[src/rtl/lsu_mem_master_if.sv]
// Load/store unit bus bundle: core request/response channel plus the
// data-memory port. The "master" modport is the LSU side, "slave" is the
// core/memory environment side.
interface lsu_mem_master_if;
   logic        i_req_valid;
   logic        o_req_ready;
   logic        i_req_we;
   logic [2:0]  i_req_funct3;
   logic [31:0] i_req_addr;
   logic [31:0] i_req_wdata;
   logic        o_rsp_valid;
   logic [31:0] o_rsp_rdata;
   logic        o_rsp_err;
   logic [31:0] o_mem_addr;
   logic [31:0] o_mem_w_data;
   logic [2:0]  o_mem_fmt;
   logic        o_mem_r_en;
   logic        o_mem_w_en;
   logic [31:0] i_mem_r_data;

   modport master (
      input  i_req_valid, i_req_we, i_req_funct3, i_req_addr, i_req_wdata, i_mem_r_data,
      output o_req_ready, o_rsp_valid, o_rsp_rdata, o_rsp_err,
             o_mem_addr, o_mem_w_data, o_mem_fmt, o_mem_r_en, o_mem_w_en
   );

   modport slave (
      output i_req_valid, i_req_we, i_req_funct3, i_req_addr, i_req_wdata, i_mem_r_data,
      input  o_req_ready, o_rsp_valid, o_rsp_rdata, o_rsp_err,
             o_mem_addr, o_mem_w_data, o_mem_fmt, o_mem_r_en, o_mem_w_en
   );
endinterface

[src/rtl/lsu_mem_master.sv]
// RV32I load/store memory master. Accepts one core request at a time,
// performs an aligned access in one cycle or splits a misaligned half/word
// into byte accesses, then returns a one-cycle response with extended data.
module lsu_mem_master #(
   parameter int unsigned SPLIT_MISALIGNED = 1
) (
   input  logic             i_clk,
   input  logic             i_rst_n,
   lsu_mem_master_if.master bus
);

   localparam bit SPLIT_EN = (SPLIT_MISALIGNED != 0);

   typedef enum logic [1:0] {IDLE, ACCESS, SPLIT, RESP} state_t;

   state_t      state_q;
   logic [1:0]  k_q;
   logic        we_q;
   logic [2:0]  funct3_q;
   logic [31:0] addr_q;
   logic [31:0] wdata_q;
   logic [31:0] result_q;
   logic        req_ready_q;
   logic        rsp_valid_q;
   logic [31:0] rsp_rdata_q;
   logic        rsp_err_q;
   logic [31:0] mem_addr_q;
   logic [31:0] mem_w_data_q;
   logic [2:0]  mem_fmt_q;
   logic        mem_r_en_q;
   logic        mem_w_en_q;

   logic        req_fire_d;
   logic        req_bad_d;
   logic        req_misal_d;
   logic [31:0] merged_d;
   logic [31:0] raw_d;
   logic [31:0] ext_d;
   logic [1:0]  k_d;
   logic [1:0]  last_k_d;
   logic [31:0] split_addr_d;
   logic [7:0]  split_wbyte_d;

   assign bus.o_req_ready  = req_ready_q;
   assign bus.o_rsp_valid  = rsp_valid_q;
   assign bus.o_rsp_rdata  = rsp_rdata_q;
   assign bus.o_rsp_err    = rsp_err_q;
   assign bus.o_mem_addr   = mem_addr_q;
   assign bus.o_mem_w_data = mem_w_data_q;
   assign bus.o_mem_fmt    = mem_fmt_q;
   assign bus.o_mem_r_en   = mem_r_en_q;
   assign bus.o_mem_w_en   = mem_w_en_q;

   // Classify the incoming request: illegal width code or misaligned address.
   always_comb begin
      req_fire_d = bus.i_req_valid && req_ready_q;
      if (bus.i_req_we) begin
         req_bad_d = bus.i_req_funct3[2] || (bus.i_req_funct3[1:0] == 2'b11);
      end else begin
         req_bad_d = (bus.i_req_funct3 == 3'b011) || (bus.i_req_funct3[2:1] == 2'b11);
      end
      case (bus.i_req_funct3[1:0])
         2'b01:   req_misal_d = bus.i_req_addr[0];
         2'b10:   req_misal_d = |bus.i_req_addr[1:0];
         default: req_misal_d = 1'b0;
      endcase
   end

   // Byte-merge for split loads, load extension, and next split beat address/data.
   // Sign-extended memory data is re-masked here so BU/HU come out zero-extended.
   always_comb begin
      merged_d = result_q;
      case (k_q)
         2'd0: merged_d[7:0]   = bus.i_mem_r_data[7:0];
         2'd1: merged_d[15:8]  = bus.i_mem_r_data[7:0];
         2'd2: merged_d[23:16] = bus.i_mem_r_data[7:0];
         2'd3: merged_d[31:24] = bus.i_mem_r_data[7:0];
      endcase
      raw_d = (state_q == SPLIT) ? merged_d : bus.i_mem_r_data;
      case (funct3_q)
         3'b000:  ext_d = {{24{raw_d[7]}}, raw_d[7:0]};
         3'b001:  ext_d = {{16{raw_d[15]}}, raw_d[15:0]};
         3'b100:  ext_d = {24'b0, raw_d[7:0]};
         3'b101:  ext_d = {16'b0, raw_d[15:0]};
         default: ext_d = raw_d;
      endcase
      k_d          = k_q + 2'd1;
      last_k_d     = funct3_q[1] ? 2'd3 : 2'd1;
      split_addr_d = addr_q + {30'b0, k_d};
      case (k_d)
         2'd0: split_wbyte_d = wdata_q[7:0];
         2'd1: split_wbyte_d = wdata_q[15:8];
         2'd2: split_wbyte_d = wdata_q[23:16];
         2'd3: split_wbyte_d = wdata_q[31:24];
      endcase
   end

   // Control FSM with registered memory-port and response outputs.
   always_ff @(posedge i_clk or negedge i_rst_n) begin
      if (!i_rst_n) begin
         state_q      <= IDLE;
         k_q          <= '0;
         we_q         <= 1'b0;
         funct3_q     <= '0;
         addr_q       <= '0;
         wdata_q      <= '0;
         result_q     <= '0;
         req_ready_q  <= 1'b0;
         rsp_valid_q  <= 1'b0;
         rsp_rdata_q  <= '0;
         rsp_err_q    <= 1'b0;
         mem_addr_q   <= '0;
         mem_w_data_q <= '0;
         mem_fmt_q    <= '0;
         mem_r_en_q   <= 1'b0;
         mem_w_en_q   <= 1'b0;
      end else begin
         case (state_q)
            IDLE: begin
               if (req_fire_d) begin
                  req_ready_q <= 1'b0;
                  we_q        <= bus.i_req_we;
                  funct3_q    <= bus.i_req_funct3;
                  addr_q      <= bus.i_req_addr;
                  wdata_q     <= bus.i_req_wdata;
                  result_q    <= '0;
                  k_q         <= '0;
                  if (req_bad_d || (req_misal_d && !SPLIT_EN)) begin
                     state_q     <= RESP;
                     rsp_valid_q <= 1'b1;
                     rsp_err_q   <= 1'b1;
                     rsp_rdata_q <= '0;
                  end else begin
                     state_q    <= req_misal_d ? SPLIT : ACCESS;
                     mem_addr_q <= bus.i_req_addr;
                     mem_r_en_q <= !bus.i_req_we;
                     mem_w_en_q <= bus.i_req_we;
                     if (req_misal_d) begin
                        mem_fmt_q    <= 3'b000;
                        mem_w_data_q <= {24'b0, bus.i_req_wdata[7:0]};
                     end else begin
                        mem_fmt_q    <= {1'b0, bus.i_req_funct3[1:0]};
                        mem_w_data_q <= bus.i_req_wdata;
                     end
                  end
               end else begin
                  req_ready_q <= 1'b1;
               end
            end
            ACCESS: begin
               state_q      <= RESP;
               mem_addr_q   <= '0;
               mem_w_data_q <= '0;
               mem_fmt_q    <= '0;
               mem_r_en_q   <= 1'b0;
               mem_w_en_q   <= 1'b0;
               rsp_valid_q  <= 1'b1;
               rsp_err_q    <= 1'b0;
               rsp_rdata_q  <= we_q ? '0 : ext_d;
            end
            SPLIT: begin
               if (!we_q) begin
                  result_q <= merged_d;
               end
               if (k_q == last_k_d) begin
                  state_q      <= RESP;
                  k_q          <= '0;
                  mem_addr_q   <= '0;
                  mem_w_data_q <= '0;
                  mem_fmt_q    <= '0;
                  mem_r_en_q   <= 1'b0;
                  mem_w_en_q   <= 1'b0;
                  rsp_valid_q  <= 1'b1;
                  rsp_err_q    <= 1'b0;
                  rsp_rdata_q  <= we_q ? '0 : ext_d;
               end else begin
                  k_q          <= k_d;
                  mem_addr_q   <= split_addr_d;
                  mem_w_data_q <= {24'b0, split_wbyte_d};
               end
            end
            RESP: begin
               state_q     <= IDLE;
               req_ready_q <= 1'b1;
               rsp_valid_q <= 1'b0;
               rsp_err_q   <= 1'b0;
               rsp_rdata_q <= '0;
            end
            default: state_q <= IDLE;
         endcase
      end
   end

endmodule
[src/flat_wrapper.sv]
// flat-port wrapper written by rule: the top's interface ports become plain ports
module lsu_mem_master_flat 
#(
   parameter int unsigned SPLIT_MISALIGNED = 1
)
  (i_clk, i_rst_n, bus_i_req_valid, bus_i_req_we, bus_i_req_funct3, bus_i_req_addr, bus_i_req_wdata, bus_i_mem_r_data, bus_o_req_ready, bus_o_rsp_valid, bus_o_rsp_rdata, bus_o_rsp_err, bus_o_mem_addr, bus_o_mem_w_data, bus_o_mem_fmt, bus_o_mem_r_en, bus_o_mem_w_en);
  lsu_mem_master_if bus_i ();
  input  logic i_clk;
  input  logic i_rst_n;
  input wire logic [$bits(bus_i.i_req_valid)-1:0] bus_i_req_valid;
  input wire logic [$bits(bus_i.i_req_we)-1:0] bus_i_req_we;
  input wire logic [$bits(bus_i.i_req_funct3)-1:0] bus_i_req_funct3;
  input wire logic [$bits(bus_i.i_req_addr)-1:0] bus_i_req_addr;
  input wire logic [$bits(bus_i.i_req_wdata)-1:0] bus_i_req_wdata;
  input wire logic [$bits(bus_i.i_mem_r_data)-1:0] bus_i_mem_r_data;
  output wire logic [$bits(bus_i.o_req_ready)-1:0] bus_o_req_ready;
  output wire logic [$bits(bus_i.o_rsp_valid)-1:0] bus_o_rsp_valid;
  output wire logic [$bits(bus_i.o_rsp_rdata)-1:0] bus_o_rsp_rdata;
  output wire logic [$bits(bus_i.o_rsp_err)-1:0] bus_o_rsp_err;
  output wire logic [$bits(bus_i.o_mem_addr)-1:0] bus_o_mem_addr;
  output wire logic [$bits(bus_i.o_mem_w_data)-1:0] bus_o_mem_w_data;
  output wire logic [$bits(bus_i.o_mem_fmt)-1:0] bus_o_mem_fmt;
  output wire logic [$bits(bus_i.o_mem_r_en)-1:0] bus_o_mem_r_en;
  output wire logic [$bits(bus_i.o_mem_w_en)-1:0] bus_o_mem_w_en;
  assign bus_i.i_req_valid = bus_i_req_valid;
  assign bus_i.i_req_we = bus_i_req_we;
  assign bus_i.i_req_funct3 = bus_i_req_funct3;
  assign bus_i.i_req_addr = bus_i_req_addr;
  assign bus_i.i_req_wdata = bus_i_req_wdata;
  assign bus_i.i_mem_r_data = bus_i_mem_r_data;
  assign bus_o_req_ready = bus_i.o_req_ready;
  assign bus_o_rsp_valid = bus_i.o_rsp_valid;
  assign bus_o_rsp_rdata = bus_i.o_rsp_rdata;
  assign bus_o_rsp_err = bus_i.o_rsp_err;
  assign bus_o_mem_addr = bus_i.o_mem_addr;
  assign bus_o_mem_w_data = bus_i.o_mem_w_data;
  assign bus_o_mem_fmt = bus_i.o_mem_fmt;
  assign bus_o_mem_r_en = bus_i.o_mem_r_en;
  assign bus_o_mem_w_en = bus_i.o_mem_w_en;
  lsu_mem_master #(.SPLIT_MISALIGNED(SPLIT_MISALIGNED)) u_core (.i_clk(i_clk), .i_rst_n(i_rst_n), .bus(bus_i));
endmodule
[config.mk]
export PLATFORM = sky130hd
export DESIGN_NAME = lsu_mem_master_flat
export DESIGN_NICKNAME = d
export VERILOG_FILES = /design/src/rtl/lsu_mem_master_if.sv /design/src/rtl/lsu_mem_master.sv /design/src/flat_wrapper.sv
export SDC_FILE = /design/constraint.sdc
export NUM_CORES = 1
export LEC_CHECK = 0
export BUFFER_PORTS_ARGS = -buffer_cell sky130_fd_sc_hd__buf_2
export CORE_UTILIZATION = 40
export CTS_BUF_LIST = sky130_fd_sc_hd__clkbuf_2
export CTS_CLUSTER_SIZE = 28
export DETAILED_ROUTE_END_ITERATION = 12
export PLACE_DENSITY_LB_ADDON = 0.15
export SYNTH_ARGS = -nofsm -noshare
export SYNTH_HDL_FRONTEND = slang
export SYNTH_SLANG_ARGS = --single-unit
[constraint.sdc]
create_clock -name i_clk -period 3.67 [get_ports i_clk]
set_input_delay 0.367 -clock i_clk [delete_from_list [all_inputs] [get_ports i_clk]]
set_output_delay 0.367 -clock i_clk [all_outputs]
set_load 0.02 [all_outputs]
==> results of run 1 <==
[power groups by stage]
stage,Clock (uW),Sequential (uW),Combinational [uW]
6_report,1540,3980,5670
2_1_floorplan,0,4330,3550
3_5_place_dp,0,4010,5610
4_1_cts,1610,3980,5710
3_3_place_gp,0,4000,5560
5_1_grt,1720,4120,6290
[stage by stage]
stage          power (uW)  instance area [sq um]  instances  setup WS, ns  utilization (%)
3_3_place_gp         9560                  11400       1469         0.741             46.4
5_1_grt             12100                  12900       1666         0.317             52.4
4_1_cts             11300                  12900       1665         0.569             52.4
3_5_place_dp         9620                  11400       1469         0.607             46.4
2_1_floorplan        7880                  10100       1002         0.988                -
6_report            11200                  12900       1666         0.543             52.4
[cells in the final DEF (no fill, tap or decap), types with 18 or more instances in the layout]
| cell type | synthesis | routed |
|---|---|---|
| nand2_1 | 108 | 108 |
| a31oi_1 | 18 | 18 |
| inv_1 | 31 | 31 |
| buf_2 | 7 | 204 |
| o21ai_0 | 103 | 103 |
| a21oi_1 | 41 | 41 |
| dlygate4sd3_1 | 0 | 102 |
| nand3_1 | 29 | 28 |
| nor2_1 | 68 | 66 |
| dfrtp_1 | 207 | 207 |
| clkbuf_2 | 7 | 81 |
| a221oi_1 | 18 | 18 |
| mux2_2 | 66 | 66 |
| a22o_1 | 58 | 58 |
[Yosys cell counts (10+ instances only)]
cell and n:
a22o_1 58, ha_1 16, xnor2_1 11, xor2_1 14, nor2b_1 17, a31oi_1 18
a21oi_1 41, mux2_2 66, o21ai_0 103, a221oi_1 18, nand2_1 108, nand4_1 13
nand3_1 29, clkbuf_1 57, nor2_1 68, dfrtp_1 207, inv_1 31, o211ai_1 16
mux2i_1 10
[sequential cells by signal, indices dropped and copies added, names as in the netlist, 3 cells and up]
name / cells
u_core.bus.o_rsp_rdata: 32
u_core.wdata_q: 32
u_core.bus.o_mem_w_data: 32
u_core.result_q: 32
u_core.bus.o_mem_addr: 32
u_core.addr_q: 32
u_core.funct3_q: 3
[timing repair]
item | CTS | global route
hold buffers | 102 | 0
endpoints found under the setup margin | 0 | 0
hold endpoints to repair | 269 | 0
[worst register-to-register path, stage by stage, from the launching register on]
cell and delay, ns:
dfrtp_1 0.46, inv_1 0.18, ha_1 0.38, inv_1 0.07
fa_1 0.45, and4b_1 0.41, nand4_1 0.39, o31a_1 0.41
o21ai_0 0.17, a21oi_1 0.09
[per-layer routing]
layer	GRT usage [%]	up-vias	share of wire, %
met1	31.6	4328	47
li1	-	4238	-
met3	4.57	34	5.7
met2	34.7	268	46
met4	6.43	0	1.5
met5	0	-	0
[worst paths after layout]
path                                     start                           to  slack, ns  depth (start not counted)
setup reg to reg                 u_core.k_q[0]    u_core.bus.o_mem_addr[30]       0.54                          9
hold reg to reg            u_core.result_q[10]          u_core.result_q[10]       0.48                          2
hold / removal                         i_rst_n   u_core.bus.o_rsp_rdata[11]       0.12                          2
setup / recovery                 u_core.k_q[0]    u_core.bus.o_mem_addr[30]       0.54                          9
min in group i_clk         bus_i_req_wdata[24]  u_core.bus.o_mem_w_data[24]       0.34                          3
max in group asynchronous              i_rst_n     u_core.bus.o_mem_addr[9]       2.52                          3
[cell type report]
| type | count | share of cell area, % |
|---|---|---|
| diodes | 1 | 0.0194 |
| clock buffers | 81 | 3.14 |
| clock inverters | 13 | 0.378 |
| inverters | 31 | 0.902 |
| multi-input cells | 686 | 35.3 |
| flip-flops and latches | 207 | 40.2 |
| well taps | 324 | 3.14 |
| repair buffers | 323 | 17.0 |
[kinds of logic (layout without fill, tap and decap cells)]
kind of cell	count (synthesis)	after routing
flops	207	207
other cells	1	2
mux	76	76
simple gates	277	277
fa+ha+maj	17	17
compound gates	290	290
buf+inv	109	448
xor+xnor	25	25
==> key figures, run 1 <==
Synthesis
  – Distinct cells, synth: 57
  – Simple-gate area share of the yosys netlist: around 13%
  – Mux share of post-synthesis cell area: between 8 and 9%
  – Cell taking the most area after synthesis: dfrtp_1
  – Number of flops mapped to enable cells by yosys: 0
  – Synth top area cells: dfrtp_1 51%, mux2_2 7.3%, o21ai_0 5.1%
  – Compound-Gate Fraction of Synth Area: a little under a fifth
  – Largest family of logic cells by synthesized area: compound AO/OA/AOI/OAI gates
  – Synthesized flop and latch total: approximately 210
  – FFs w/ async S/R, synth: 100%
  – Mean Syn Cell Area: just over 10 sq um
  – Xor/xnor share of the synthesized area: 2.16%
  – Syn_nets: ~1100
  – Sequential area share after synthesis: 51.1%
  – Synth Flop Type: dfrtp_1
  – Syn Std Cell Area: 0.0101 sq mm
  – Syn. warnings: 0
  – Adder-cell share of the synthesized area: ~2.2%
  – Post-synth top area share: roughly 51%
  – Cells after Synth: approximately 1000

Detailed routing
  – DRC: 0
  – Routed Antenna Nets: 0
  – Iteration-0 DRC count of the detailed router: between 700 and 800
  – Vias per std cell: around 5.3
  – Total wire length: roughly 29 mm
  – DR pass1 iterations: 5
  – Wire length per cell: ~17 um
  – Total number of vias: around 9000

Floorplanning
  – I/O pin count: just over 200
  – Initial core utilization: between 40% and 50%
  – Number of cell rows: 57
  – Core area: approximately 0.025 sq mm
  – Die X: 161 um
  – Die height: between 150 and 200 um
  – DIE AREA: 0.0260 sq mm

Outcome
  – Status: finished clean

STA
  – Crit share post-route: ~85%
  – Pins over their slew limit: 0
  – Slew @ Worst Pin: approximately 1.1 ns
  – Sum Neg Setup Slack: 0 ns
  – Minimum clock period after layout: between 3 and 4 ns
  – Max-slew headroom: between 20% and 30%
  – Fmax: ~320 MHz
  – Hold Vio Cnt, Final: 0
  – Final setup fails: 0
  – RSZ-0062 raised after global routing: no
  – Fin Clk Skew: 0.0283 ns
  – WHS: roughly 0.12 ns

Pwr
  – Clock power share: between 10% and 20%
  – Switching Share: between 40% and 50%
  – Pwr dens: 868 mW/mm^2
  – NetSw: 5170 uW
  – Internal power: between 6000 and 7000 uW
  – Comb pwr share: 50.7%
  – Flop pwr share: around 36%
  – Worst VDD drop: between 500 and 600 uV
  – Pleak: 0.00597 uW

Global route
  – Total congestion overflow: 0
  – Vias in the first global route: slightly below 9000
  – Initial antenna violation count: 1
  – GR Util All Layers: 22.4%
  – Global-route wire length before repair: 46.5 mm
  – Largest net degree at the start of global routing: between 80 and 90

Cells and area
  – Footprint of the multi-input gates: roughly 0.0046 sq mm
  – Share of layout cells above drive strength 1: between 20% and 30%
  – Layout area overhead: 27.2%
  – Fin nets: around 1400
  – Register area: 0.00518 sq mm
  – Number of fill cells in the layout: about 2300

Worst setup path
  – Critical Path Sink Type: flop
  – Crit path launch type: flop
  – CP max stage delay: between 0.4 and 0.5 ns
  – Arr. time, crit path: 3.80 ns
  – Crit path top cell by count: inv_1
  – Critical path peak fanout: 8
  – Worst path required time: 4.35 ns
  – CP delay by family, top: adder cells
  – CP Buf/Inv Count: 2
  – Crit path cell chain: inv_1, ha_1, inv_1, fa_1, and4b_1, nand4_1, o31a_1, o21ai_0, a21oi_1
  – WS Path Type: flop to flop
  – Worst path slowest cell: dfrtp_1

Clock network
  – Num CTS Buffers: between 50 and 60
  – Clock Latency Late Sink: roughly 0.81 ns
  – Post-CTS setup buffers: 0
  – Post_cts resized: 0
  – Reg clk slew, reported paths: approximately 0.1 ns
  – CTS tree: built
  – Sink Count: between 200 and 250
  – Depth of the CTS H-tree: 2
  – Max clock buf depth: 3
  – Root Buffer: clkbuf_2

Hold path
  – Type of the tightest min-delay check: input port to asynchronous set/reset pin

Run
  – Max_cap viols: 0

Placement
  – GPL Wtd Cong: between 0.8 and 0.9
  – I/O Buffers: just over 200
  – Detailed Place HPWL: between 15 and 20 mm
Power figures use the tool's default switching activity.
==> run 2, diff against run 1 <==
--- a/config.mk
+++ b/config.mk
@@ -12,2 +12,3 @@
 export DETAILED_ROUTE_END_ITERATION = 12
+export GPL_ROUTABILITY_DRIVEN = 0
 export PLACE_DENSITY_LB_ADDON = 0.15
==> constraint.sdc (replaced) <==
create_clock -name i_clk -period 3.67 [get_ports i_clk]
set_input_delay 0 -clock i_clk [delete_from_list [all_inputs] [get_ports i_clk]]
set_output_delay 0 -clock i_clk [all_outputs]
set_load 0.02 [all_outputs]
==> key figures, run 2 (synthesis gave the netlist of run 1 again) <==
Cells and area
  – Share of layout cells above drive strength 1: 26.4% (was 28.5%)
  – Fin nets: 1524 (was 1423)
  – Number of fill cells in the layout: 2177 (was 2299)
  – Layout area overhead: 37.1% (was 27.2%)
  – Design area: 0.0139 sq mm (was 0.0129 sq mm)
  – Most common cell after layout, fill and taps aside: dfrtp_1 (unchanged)
  – Most frequent cells in the layout: 207 x dfrtp_1, 205 x dlygate4sd3_1, 204 x buf_2, 108 x nand2_1, 103 x o21ai_0 (was 207 x dfrtp_1, 204 x buf_2, 108 x nand2_1, 103 x o21ai_0, 102 x dlygate4sd3_1)

Pwr
  – Switching Share: 45.5% (was 46.1%)
  – Flop pwr share: 34.5% (was 35.6%)
  – NetSw: 5250 uW (was 5170 uW)
  – Pleak: 0.00642 uW (was 0.00597 uW)
  – Pwr dens: 831 mW/mm^2 (was 868 mW/mm^2)
  – Comb pwr share: 52.5% (was 50.7%)
  – Internal power: 6300 uW (was 6030 uW)
  – Worst VDD drop: 610 uV (was 581 uV)
  – Clock power share: 12.9% (was 13.8%)

Detailed routing
  – Wire length per cell: 17.1 um (was 17.3 um)
  – DRC: 0 (unchanged)
  – Total number of vias: 9377 (was 8868)
  – Routed Antenna Nets: 0 (unchanged)
  – Iteration-0 DRC count of the detailed router: 689 (was 735)
  – DR pass1 iterations: 5 (unchanged)
  – Total wire length: 30.2 mm (was 28.9 mm)
  – Vias per std cell: 5.32 (about the same)

STA
  – Fin Clk Skew: 0.0465 ns (was 0.0283 ns)
  – Minimum clock period after layout: 3.48 ns (was 3.13 ns)
  – Crit share post-route: 94.8% (was 85.2%)
  – Max-slew headroom: 26.3% (was 26.0%)
  – RSZ-0062 raised after global routing: no (unchanged)
  – Hold Vio Cnt, Final: 0 (unchanged)
  – Pins over their slew limit: 0 (unchanged)
  – Slew @ Worst Pin: 1.10 ns (was 1.11 ns)
  – Fmax: 287 MHz (was 320 MHz)
  – Final setup fails: 0 (unchanged)
  – Sum Neg Setup Slack: 0 ns (unchanged)

Global route
  – Vias in the first global route: 9276 (was 8666)
  – Largest net degree at the start of global routing: 128 (was 89)
  – M3 GR Usage: 4.98% (was 4.57%)
  – Busiest grt layer: met2 (unchanged)
  – GR Util All Layers: 23.2% (was 22.4%)
  – Global-route wire length before repair: 48.4 mm (was 46.5 mm)
  – Initial antenna violation count: 1 (unchanged)
  – Met2 usage: 36.7% (was 34.7%)
  – Total congestion overflow: 0 (unchanged)
  – GRT met1 Usage: 31.5% (was 31.6%)

Floorplanning
  – DIE AREA: 0.0260 sq mm (unchanged)
  – Die height: 161 um (unchanged)
  – Initial core utilization: 41.2% (unchanged)
  – Number of cell rows: 57 (unchanged)
  – Die X: 161 um (unchanged)
  – I/O pin count: 207 (unchanged)
  – Core area: 0.0246 sq mm (unchanged)

Worst setup path
  – Critical Path Sink Type: flop (unchanged)
  – WS Path Type: flop to flop (unchanged)
  – Worst path required time: 4.36 ns (was 4.35 ns)
  – Arr. time, crit path: 4.17 ns (was 3.80 ns)
  – Critical path peak fanout: 17 (was 8)
  – Crit path launch type: flop (unchanged)

Hold path
  – Type of the tightest min-delay check: input port to asynchronous set/reset pin (unchanged)

Run
  – Max_cap viols: 0 (unchanged)

Placement
  – Cell area after placement: 0.0114 sq mm (about the same)
  – I/O Buffers: 205 (unchanged)
  – Detailed Place HPWL: 18.3 mm (was 18.4 mm)

Clock network
  – Reg clk slew, reported paths: 0.10 ns (about the same)
  – Clock Latency Late Sink: 0.80 ns (was 0.81 ns)
  – Root Buffer: clkbuf_2 (unchanged)
  – Sink Count: 207 (unchanged)
  – Max clock buf depth: 3 (unchanged)
  – Post-CTS setup buffers: 0 (unchanged)
  – Depth of the CTS H-tree: 2 (unchanged)
  – CTS tree: built (unchanged)
  – Num CTS Buffers: 53 (was 54)
  – Post_cts resized: 0 (unchanged)

Outcome
  – Status: finished clean (unchanged)
run 2: changes by cell type in the layout (fill, tap and decap cells not counted):
cell | before | now
inv_2 | 0 | 1
dlygate4sd3_1 | 102 | 205
buf_4 | 15 | 14
clkinv_2 | 0 | 1
clkbuf_2 | 81 | 78
clkinv_1 | 13 | 10
run 2: path summary, 6_finish.rpt:
kind / startpoint / to / slack, ns / depth (start not counted)
worst min-delay path: i_rst_n / u_core.bus.o_rsp_rdata[12] / 0.02 / 3
worst max register to register: u_core.k_q[0] / u_core.bus.o_rsp_rdata[29] / 0.19 / 9
min in group i_clk: bus_i_req_addr[9] / u_core.bus.o_mem_addr[9] / 0.07 / 4
worst min register to register: u_core.result_q[13] / u_core.result_q[13] / 0.48 / 2
worst max-delay path: u_core.k_q[0] / u_core.bus.o_rsp_rdata[29] / 0.19 / 9
max in group asynchronous: i_rst_n / u_core.addr_q[8] / 2.62 / 4
run 2: cell type report:
cell class / count / area, sq um / share of cell area, %
multi-input combinational: 686 / 4550 / 32.7
timing repair buffer: 425 / 3210 / 23.1
sequential: 207 / 5180 / 37.3
inverter: 31 / 116 / 0.837
antenna: 1 / 2.50 / 0.0180
clock inverter: 12 / 46.3 / 0.333
tap: 324 / 405 / 2.92
clock buffer: 78 / 390 / 2.81
run 2: timing repair:
| action | in CTS | in global routing |
|---|---|---|
| hold buffers | 204 | 1 |
| endpoints found under the setup margin | 0 | 0 |
| endpoints found under the hold margin | 413 | 1 |
run 2: power groups by stage:
stage	sequential, uW	clock (uW)	combinational (uW)
after floorplan	4330	0	3550
after global placement	3990	0	5520
after detailed placement	4010	0	5590
after CTS	3970	1560	6040
after global routing	4110	1670	6690
final	3990	1490	6070
run 2: metal layers:
metal	vias up	part of all wire (%)
met5	-	0
met4	0	2.8
met3	66	6.6
met2	333	46
met1	4536	45
li1	4442	-
run 2: stage by stage:
stage               hold WS, ns  util (%)  total power, uW  worst slack [ns]  instances
finish                   0.0159      56.5            11600             0.191       1764
global route             0.0264      56.5            12500           0.00780       1764
CTS                     0.00428      56.5            11600             0.264       1762
detailed placement        0.177      46.4             9600             0.658       1468
global placement          0.174      46.4             9510             0.734       1468
floorplan                -0.296         -             7880             0.988       1002
run 2: worst max-delay path: stages (launching register included):
cell	delay [ns]
dfrtp_1	0.45
inv_1	0.17
ha_1	0.24
buf_4	0.19
and2b_1	0.49
mux2i_1	0.20
or3_1	0.38
a31oi_4	0.48
a22o_1	0.21
dlygate4sd3_1	0.57
